$ cat config.mk
export PLATFORM = sky130hd
export DESIGN_NAME = sc_regbank_write_arbiter
export DESIGN_NICKNAME = d
export VERILOG_FILES = /design/src/rtl/sc_regbank_write_arbiter_pkg.sv /design/src/rtl/sc_rr_picker.sv /design/src/rtl/sc_regbank_write_arbiter.sv
export SDC_FILE = /design/constraint.sdc
export NUM_CORES = 1
export LEC_CHECK = 0
export BUFFER_PORTS_ARGS = -buffer_cell sky130_fd_sc_hd__buf_2
export CAP_MARGIN = 20
export CORE_ASPECT_RATIO = 1.75
export CORE_MARGIN = 4
export CORE_UTILIZATION = 46
export DETAILED_ROUTE_END_ITERATION = 10
export MAX_ROUTING_LAYER = met4
export PLACE_DENSITY = 0.93
export SLEW_MARGIN = 0
export SYNTH_ARGS = -nofsm -noshare
export SYNTH_HDL_FRONTEND = slang
export SYNTH_SLANG_ARGS = --single-unit
$ cat constraint.sdc
create_clock -name SC_RegBankArb_CLOCK_50 -period 5.8 [get_ports SC_RegBankArb_CLOCK_50]
set_input_delay 0.29 -clock SC_RegBankArb_CLOCK_50 [delete_from_list [all_inputs] [get_ports SC_RegBankArb_CLOCK_50]]
set_output_delay 0.29 -clock SC_RegBankArb_CLOCK_50 [all_outputs]
set_load 0.01 [all_outputs]
$ cat src/rtl/sc_regbank_write_arbiter_pkg.sv
// Shared definitions for the register-bank write arbiter: FSM encodings,
// the hard-wired zero register address and default sizing.
package sc_regbank_write_arbiter_pkg;

  typedef enum logic {
    STATE_IDLE  = 1'b0,
    STATE_WRITE = 1'b1
  } arb_state_e;

  localparam int ZERO_REG_ADDR     = 0;
  localparam int DEF_NUM_REQ       = 4;
  localparam int DEF_DATAWIDTH_BUS = 32;
  localparam int DEF_ADDRWIDTH_BUS = 5;

endpackage

$ cat src/rtl/sc_rr_picker.sv
// Combinational round-robin picker: scans the request vector starting one
// position after the last winner and returns the first set request as both
// a one-hot vector and a binary index.
module sc_rr_picker #(
  parameter int N = 4,
  localparam int IW = $clog2(N)
) (
  input  logic [N-1:0]  req_i,
  input  logic [IW-1:0] ptr_i,
  output logic [N-1:0]  onehot_o,
  output logic [IW-1:0] idx_o,
  output logic          any_o
);

  // Rotating priority scan: ptr+1, ptr+2, ... wrapping at N.
  always_comb begin
    logic          found_s;
    logic [IW-1:0] cand_s;
    found_s  = 1'b0;
    cand_s   = {IW{1'b0}};
    onehot_o = {N{1'b0}};
    idx_o    = {IW{1'b0}};
    for (int k = 1; k <= N; k++) begin
      cand_s = IW'((int'(ptr_i) + k) % N);
      if (!found_s && req_i[cand_s]) begin
        found_s          = 1'b1;
        idx_o            = cand_s;
        onehot_o[cand_s] = 1'b1;
      end else begin
        found_s = found_s;
      end
    end
    any_o = found_s;
  end

endmodule

$ cat src/rtl/sc_regbank_write_arbiter.sv
// Round-robin arbiter sharing the single write port of the general register
// bank between NUM_REQ requesters. Each grant produces one registered write
// strobe; a locked owner may stream back-to-back beats. Writes to the zero
// register are acknowledged but never strobe the bank.
module sc_regbank_write_arbiter
  import sc_regbank_write_arbiter_pkg::*;
#(
  parameter int DATAWIDTH_BUS = DEF_DATAWIDTH_BUS,
  parameter int ADDRWIDTH_BUS = DEF_ADDRWIDTH_BUS,
  parameter int NUM_REQ       = DEF_NUM_REQ
) (
  input  logic                               SC_RegBankArb_CLOCK_50,
  input  logic                               SC_RegBankArb_RESET_InHigh,
  input  logic [NUM_REQ-1:0]                 SC_RegBankArb_Req_In,
  input  logic [NUM_REQ-1:0]                 SC_RegBankArb_Lock_In,
  input  logic [NUM_REQ*ADDRWIDTH_BUS-1:0]   SC_RegBankArb_Addr_In,
  input  logic [NUM_REQ*DATAWIDTH_BUS-1:0]   SC_RegBankArb_Data_In,
  output logic [NUM_REQ-1:0]                 SC_RegBankArb_Ack_Out,
  output logic [NUM_REQ-1:0]                 SC_RegBankArb_Grant_Out,
  output logic                               SC_RegBankArb_WrEn_Out,
  output logic [ADDRWIDTH_BUS-1:0]           SC_RegBankArb_WrAddr_Out,
  output logic [DATAWIDTH_BUS-1:0]           SC_RegBankArb_WrData_Out,
  output logic                               SC_RegBankArb_Busy_Out
);

  localparam int IW = $clog2(NUM_REQ);

  arb_state_e               state_q, state_d;
  logic [IW-1:0]            ptr_q, ptr_d;
  logic [NUM_REQ-1:0]       ack_q, ack_d;
  logic [NUM_REQ-1:0]       grant_q, grant_d;
  logic                     wren_q, wren_d;
  logic [ADDRWIDTH_BUS-1:0] wraddr_q, wraddr_d;
  logic [DATAWIDTH_BUS-1:0] wrdata_q, wrdata_d;
  logic                     busy_q, busy_d;

  logic [NUM_REQ-1:0]       win_onehot_s;
  logic [IW-1:0]            win_idx_s;
  logic                     any_req_s;
  logic [IW-1:0]            sel_idx_s;
  logic [NUM_REQ-1:0]       sel_onehot_s;
  logic [ADDRWIDTH_BUS-1:0] sel_addr_s;
  logic [DATAWIDTH_BUS-1:0] sel_data_s;
  logic                     owner_keeps_s;

  sc_rr_picker #(
    .N (NUM_REQ)
  ) u_picker (
    .req_i    (SC_RegBankArb_Req_In),
    .ptr_i    (ptr_q),
    .onehot_o (win_onehot_s),
    .idx_o    (win_idx_s),
    .any_o    (any_req_s)
  );

  // Beat source: the fresh winner when idle, the current owner (ptr) while writing.
  always_comb begin
    if (state_q == STATE_WRITE) begin
      sel_idx_s    = ptr_q;
      sel_onehot_s = {{(NUM_REQ-1){1'b0}}, 1'b1} << ptr_q;
    end else begin
      sel_idx_s    = win_idx_s;
      sel_onehot_s = win_onehot_s;
    end
    sel_addr_s    = SC_RegBankArb_Addr_In[int'(sel_idx_s)*ADDRWIDTH_BUS +: ADDRWIDTH_BUS];
    sel_data_s    = SC_RegBankArb_Data_In[int'(sel_idx_s)*DATAWIDTH_BUS +: DATAWIDTH_BUS];
    owner_keeps_s = SC_RegBankArb_Lock_In[ptr_q] & SC_RegBankArb_Req_In[ptr_q];
  end

  // Next-state and next-output logic; outputs describe the cycle being entered.
  always_comb begin
    state_d  = state_q;
    ptr_d    = ptr_q;
    ack_d    = {NUM_REQ{1'b0}};
    grant_d  = {NUM_REQ{1'b0}};
    wren_d   = 1'b0;
    wraddr_d = {ADDRWIDTH_BUS{1'b0}};
    wrdata_d = {DATAWIDTH_BUS{1'b0}};
    busy_d   = 1'b0;
    case (state_q)
      STATE_IDLE: begin
        if (any_req_s) begin
          state_d  = STATE_WRITE;
          ptr_d    = win_idx_s;
          ack_d    = sel_onehot_s;
          grant_d  = sel_onehot_s;
          busy_d   = 1'b1;
          wraddr_d = sel_addr_s;
          wrdata_d = sel_data_s;
          wren_d   = (sel_addr_s != ADDRWIDTH_BUS'(ZERO_REG_ADDR));
        end else begin
          state_d = STATE_IDLE;
        end
      end
      STATE_WRITE: begin
        if (owner_keeps_s) begin
          state_d  = STATE_WRITE;
          ack_d    = sel_onehot_s;
          grant_d  = sel_onehot_s;
          busy_d   = 1'b1;
          wraddr_d = sel_addr_s;
          wrdata_d = sel_data_s;
          wren_d   = (sel_addr_s != ADDRWIDTH_BUS'(ZERO_REG_ADDR));
        end else begin
          state_d = STATE_IDLE;
        end
      end
      default: begin
        state_d = STATE_IDLE;
      end
    endcase
  end

  // State, pointer and registered outputs with synchronous reset.
  always_ff @(posedge SC_RegBankArb_CLOCK_50) begin
    if (SC_RegBankArb_RESET_InHigh) begin
      state_q  <= STATE_IDLE;
      ptr_q    <= IW'(NUM_REQ - 1);
      ack_q    <= {NUM_REQ{1'b0}};
      grant_q  <= {NUM_REQ{1'b0}};
      wren_q   <= 1'b0;
      wraddr_q <= {ADDRWIDTH_BUS{1'b0}};
      wrdata_q <= {DATAWIDTH_BUS{1'b0}};
      busy_q   <= 1'b0;
    end else begin
      state_q  <= state_d;
      ptr_q    <= ptr_d;
      ack_q    <= ack_d;
      grant_q  <= grant_d;
      wren_q   <= wren_d;
      wraddr_q <= wraddr_d;
      wrdata_q <= wrdata_d;
      busy_q   <= busy_d;
    end
  end

  assign SC_RegBankArb_Ack_Out    = ack_q;
  assign SC_RegBankArb_Grant_Out  = grant_q;
  assign SC_RegBankArb_WrEn_Out   = wren_q;
  assign SC_RegBankArb_WrAddr_Out = wraddr_q;
  assign SC_RegBankArb_WrData_Out = wrdata_q;
  assign SC_RegBankArb_Busy_Out   = busy_q;

endmodule

==> impl_metrics.toml <==
[logic_synthesis]
yosysTopAreaCellShare = 0.2881
ys_dominant_reg_cell = "dfxtp_1"
synth.distinct_cells = 43
fraction_of_registers_with_async_set_reset = 0
synth.ff_latch_count = 45
synth_fp_nets = 458
cells_taking_the_most_area_after_synthesis = "dfxtp_1 29%, mux4_2 27%, and2_1 6.4%"
synth_largest_area_cell = "dfxtp_1"
synth-seq-area-share = 0.2881
synthCells = 292
synth_area_per_inst_um2 = 10.71
syn-cell-area_mm2 = 0.003127
number_of_flops_mapped_to_enable_cells_by_yosys = 0
yosysWarnings = 0

[sta]
timing.final.max_slew_violations = 0
fin_crit_sh = 0.7725
worst_slew_pin_slew_ns = 0.9127
max_slew_margin = 0.3741
finalHoldViolations = 0
setup_viol = 0
rsz0062_at_grt = "no"
clock-skew-final_ns = 0.006858
fin_tns_setup_ns = 0
fmax_mhz = 223.2
period_needed_ns = 4.481

[global_route]
initial_antenna_violation_count = 1
grt_util_all_layers = 0.2859
grt_pass1_wl_um = 17530
grt_pass1_vias = 3259
grt_overflow_total = 0
grt_max_degree = 40

[layout]
layout-area-overhead-vs-synth_pct = 37.01
design.final.nets = 645
post_route_cells_drive_above_1_share = 0.5500
stdcell_area_mm2 = 0.004284

[worst_hold_path]
timing.hold.worst.start = "SC_RegBankArb_RESET_InHigh"
holdCritPathClass = "input port to register"

[clock_network]
worstSkewPairLatency_ns = 0.29
post_cts_buffers = 0
cts_tree = "built"
post_cts.resized_instances = 0
cts.sink_count = 45
clock_tree.root_cell = "clkbuf_16"
post_cts_hold_buffer_count = 0
clk_path_buf_depth = 2
cts_max_level = 2
cts_made_buffers = 5
clk_pin_slew_ns = 0.06

[power]
pwr_density_cell_mw_per_mm2 = 593.2
leakagePower_nw = 2.065
vdd_drop_max_uv = 291.1

[floorplanning]
coreArea_mm2 = 0.006588
start_util = 0.4746
top_level_ports = 205
die_w_um = 70.33
die_h_um = 117.1
floorplan.die_area_mm2 = 0.008233
row_count = 39

[drt]
totalWireLength_um = 12040
route.detailed.vias_per_inst = 5.913
highest-signal-layer = "met4"
drt_drc_violations_left = 0
wl_met2_um = 6191
drtAntennaViolNets = 0
route.layer.met1.wl_um = 3978
routedWlPerCell_um = 21.38
via_count = 3329
drt_iter0_drc = 266
met3WireLength_um = 1310
drt-pass1-iter-count = 5

[placed_design]
gp_congestion = 0.9243
dp.final_hpwl_um = 9310
placement.cell_area_mm2 = 0.004124
placement.io_buffers = 204

[critical_path]
crit_slowest_cell = "mux4_2"
timing.critical_path.to_type = "register"
critical_path.cell_chain = "buf_4 > clkinv_1 > ha_1 > mux4_2 > nor3_2 > a21oi_1 > o32ai_4 > buf_4 > mux2i_1 > mux2_2 > a21oi_1"
worstPathBufferInverterCount = 3
worstSetupStartpoint = "ptr_q[0]"
path_delay_family = "buffers and inverters"
setup.worst_path.start_class = "register"
worstPathArrival_ns = 4.64
critical_path.max_stage_delay_ns = 0.65
worstPathMaxFanout = 32
crit_type = "register to register"
worstReg2RegStart = "ptr_q[0]"
worst_ep_required_time_ns = 5.96

[outcome]
status = "finished, final reports clean"

[run]
maxCapViolCount = 0
-- cells in the mapped netlist (2+ instances only) --
library cell	count
a211oi_1	9
a21oi_1	8
a221o_1	3
a221oi_1	8
a22o_1	2
a22oi_1	5
a31oi_1	6
and2_1	32
and3_1	2
buf_2	5
buf_4	8
buf_6	2
clkbuf_1	13
dfxtp_1	45
ha_1	8
inv_1	10
mux2_2	3
mux2i_1	5
mux4_2	37
nand2_1	19
nand2b_1	3
nand3_1	6
nor2_1	12
nor2b_1	4
nor3_1	3
o21ai_0	12
o311a_1	4
o311ai_0	2
or3b_2	2
-- worst paths after layout --
| check | cells past startpoint | to | slack (ns) |
|---|---|---|---|
| max | 11 | SC_RegBankArb_WrEn_Out | 1.32 |
| min | 2 | SC_RegBankArb_Grant_Out[3] | 0.22 |
| max reg2reg | 11 | SC_RegBankArb_WrEn_Out | 1.32 |
| min reg2reg | 2 | ptr_q[1] | 0.76 |
-- sequential cells by signal, indices dropped and copies added (netlist names) --
| signal | cells |
|---|---|
| SC_RegBankArb_WrEn_Out | 1 |
| ptr_q | 2 |
| SC_RegBankArb_WrData_Out | 32 |
| SC_RegBankArb_Grant_Out | 4 |
| SC_RegBankArb_WrAddr_Out | 5 |
| SC_RegBankArb_Busy_Out | 1 |
-- stage by stage --
step	worst slack [ns]	hold WS (ns)	power, W	util	instances
after floorplan	2.424	0.3624	0.001823	-	292
after global placement	1.552	0.5090	0.002157	0.6260	554
after detailed placement	1.410	0.5190	0.002208	0.6260	554
after CTS	1.390	0.2171	0.002529	0.6500	562
after global routing	1.056	0.2395	0.002698	0.6503	563
final	1.319	0.2227	0.002541	0.6503	563
-- cells by family (layout without fill, tap and decap cells) --
logic type	Yosys count	in the layout	share of synthesized area
simple gates	87	87	0.1517
compound gates	68	68	0.1717
mux	45	45	0.2933
flops	45	45	0.2881
buf+inv	39	227	0.06323
fa+ha+maj	8	8	0.03201
other cells	0	1	0
-- area by class of cell --
type / instances / area (um2)
fill: 514 / 2303
multi-input combinational: 208 / 2028
timing repair buffer: 208 / 1051
sequential: 45 / 900.9
clock buffer: 7 / 152.6
tap: 82 / 102.6
inverter: 11 / 41.29
clock inverter: 1 / 5.005
antenna: 1 / 2.502
-- power by group --
part / leakage, nW / internal (W) / switching [W] / total (W)
clock: 0.0799 / 0.000182 / 0.000119 / 0.000301
combinational: 1.61 / 0.000826 / 0.000888 / 0.00171
sequential: 0.372 / 0.000460 / 0.0000670 / 0.000527
-- layer usage --
| metal | vias to the layer above | GRT usage |
|---|---|---|
| met5 | - | - |
| met3 | 45 | 0.09316 |
| li1 | 1494 | - |
| met4 | 0 | 0.1394 |
| met1 | 1565 | 0.2815 |
| met2 | 225 | 0.5038 |
-- cells in the final DEF (no fill, tap or decap), drive strengths merged, types with 2 or more instances in the layout --
cell type  count
a211oi         9
a21oi          8
a221o          3
a221oi         8
a22o           2
a22oi          5
a31oi          7
and2          32
and3           2
buf          208
clkbuf         7
clkinv         2
dfxtp         45
ha             8
inv           10
mux2           3
mux2i          5
mux4          37
nand2         19
nand2b         4
nand3          6
nor2          12
nor2b          4
nor3           4
o211ai         2
o21ai         13
o311a          4
o311ai         2
or3b           2
Note: power is estimated with default switching activity, not from simulation.
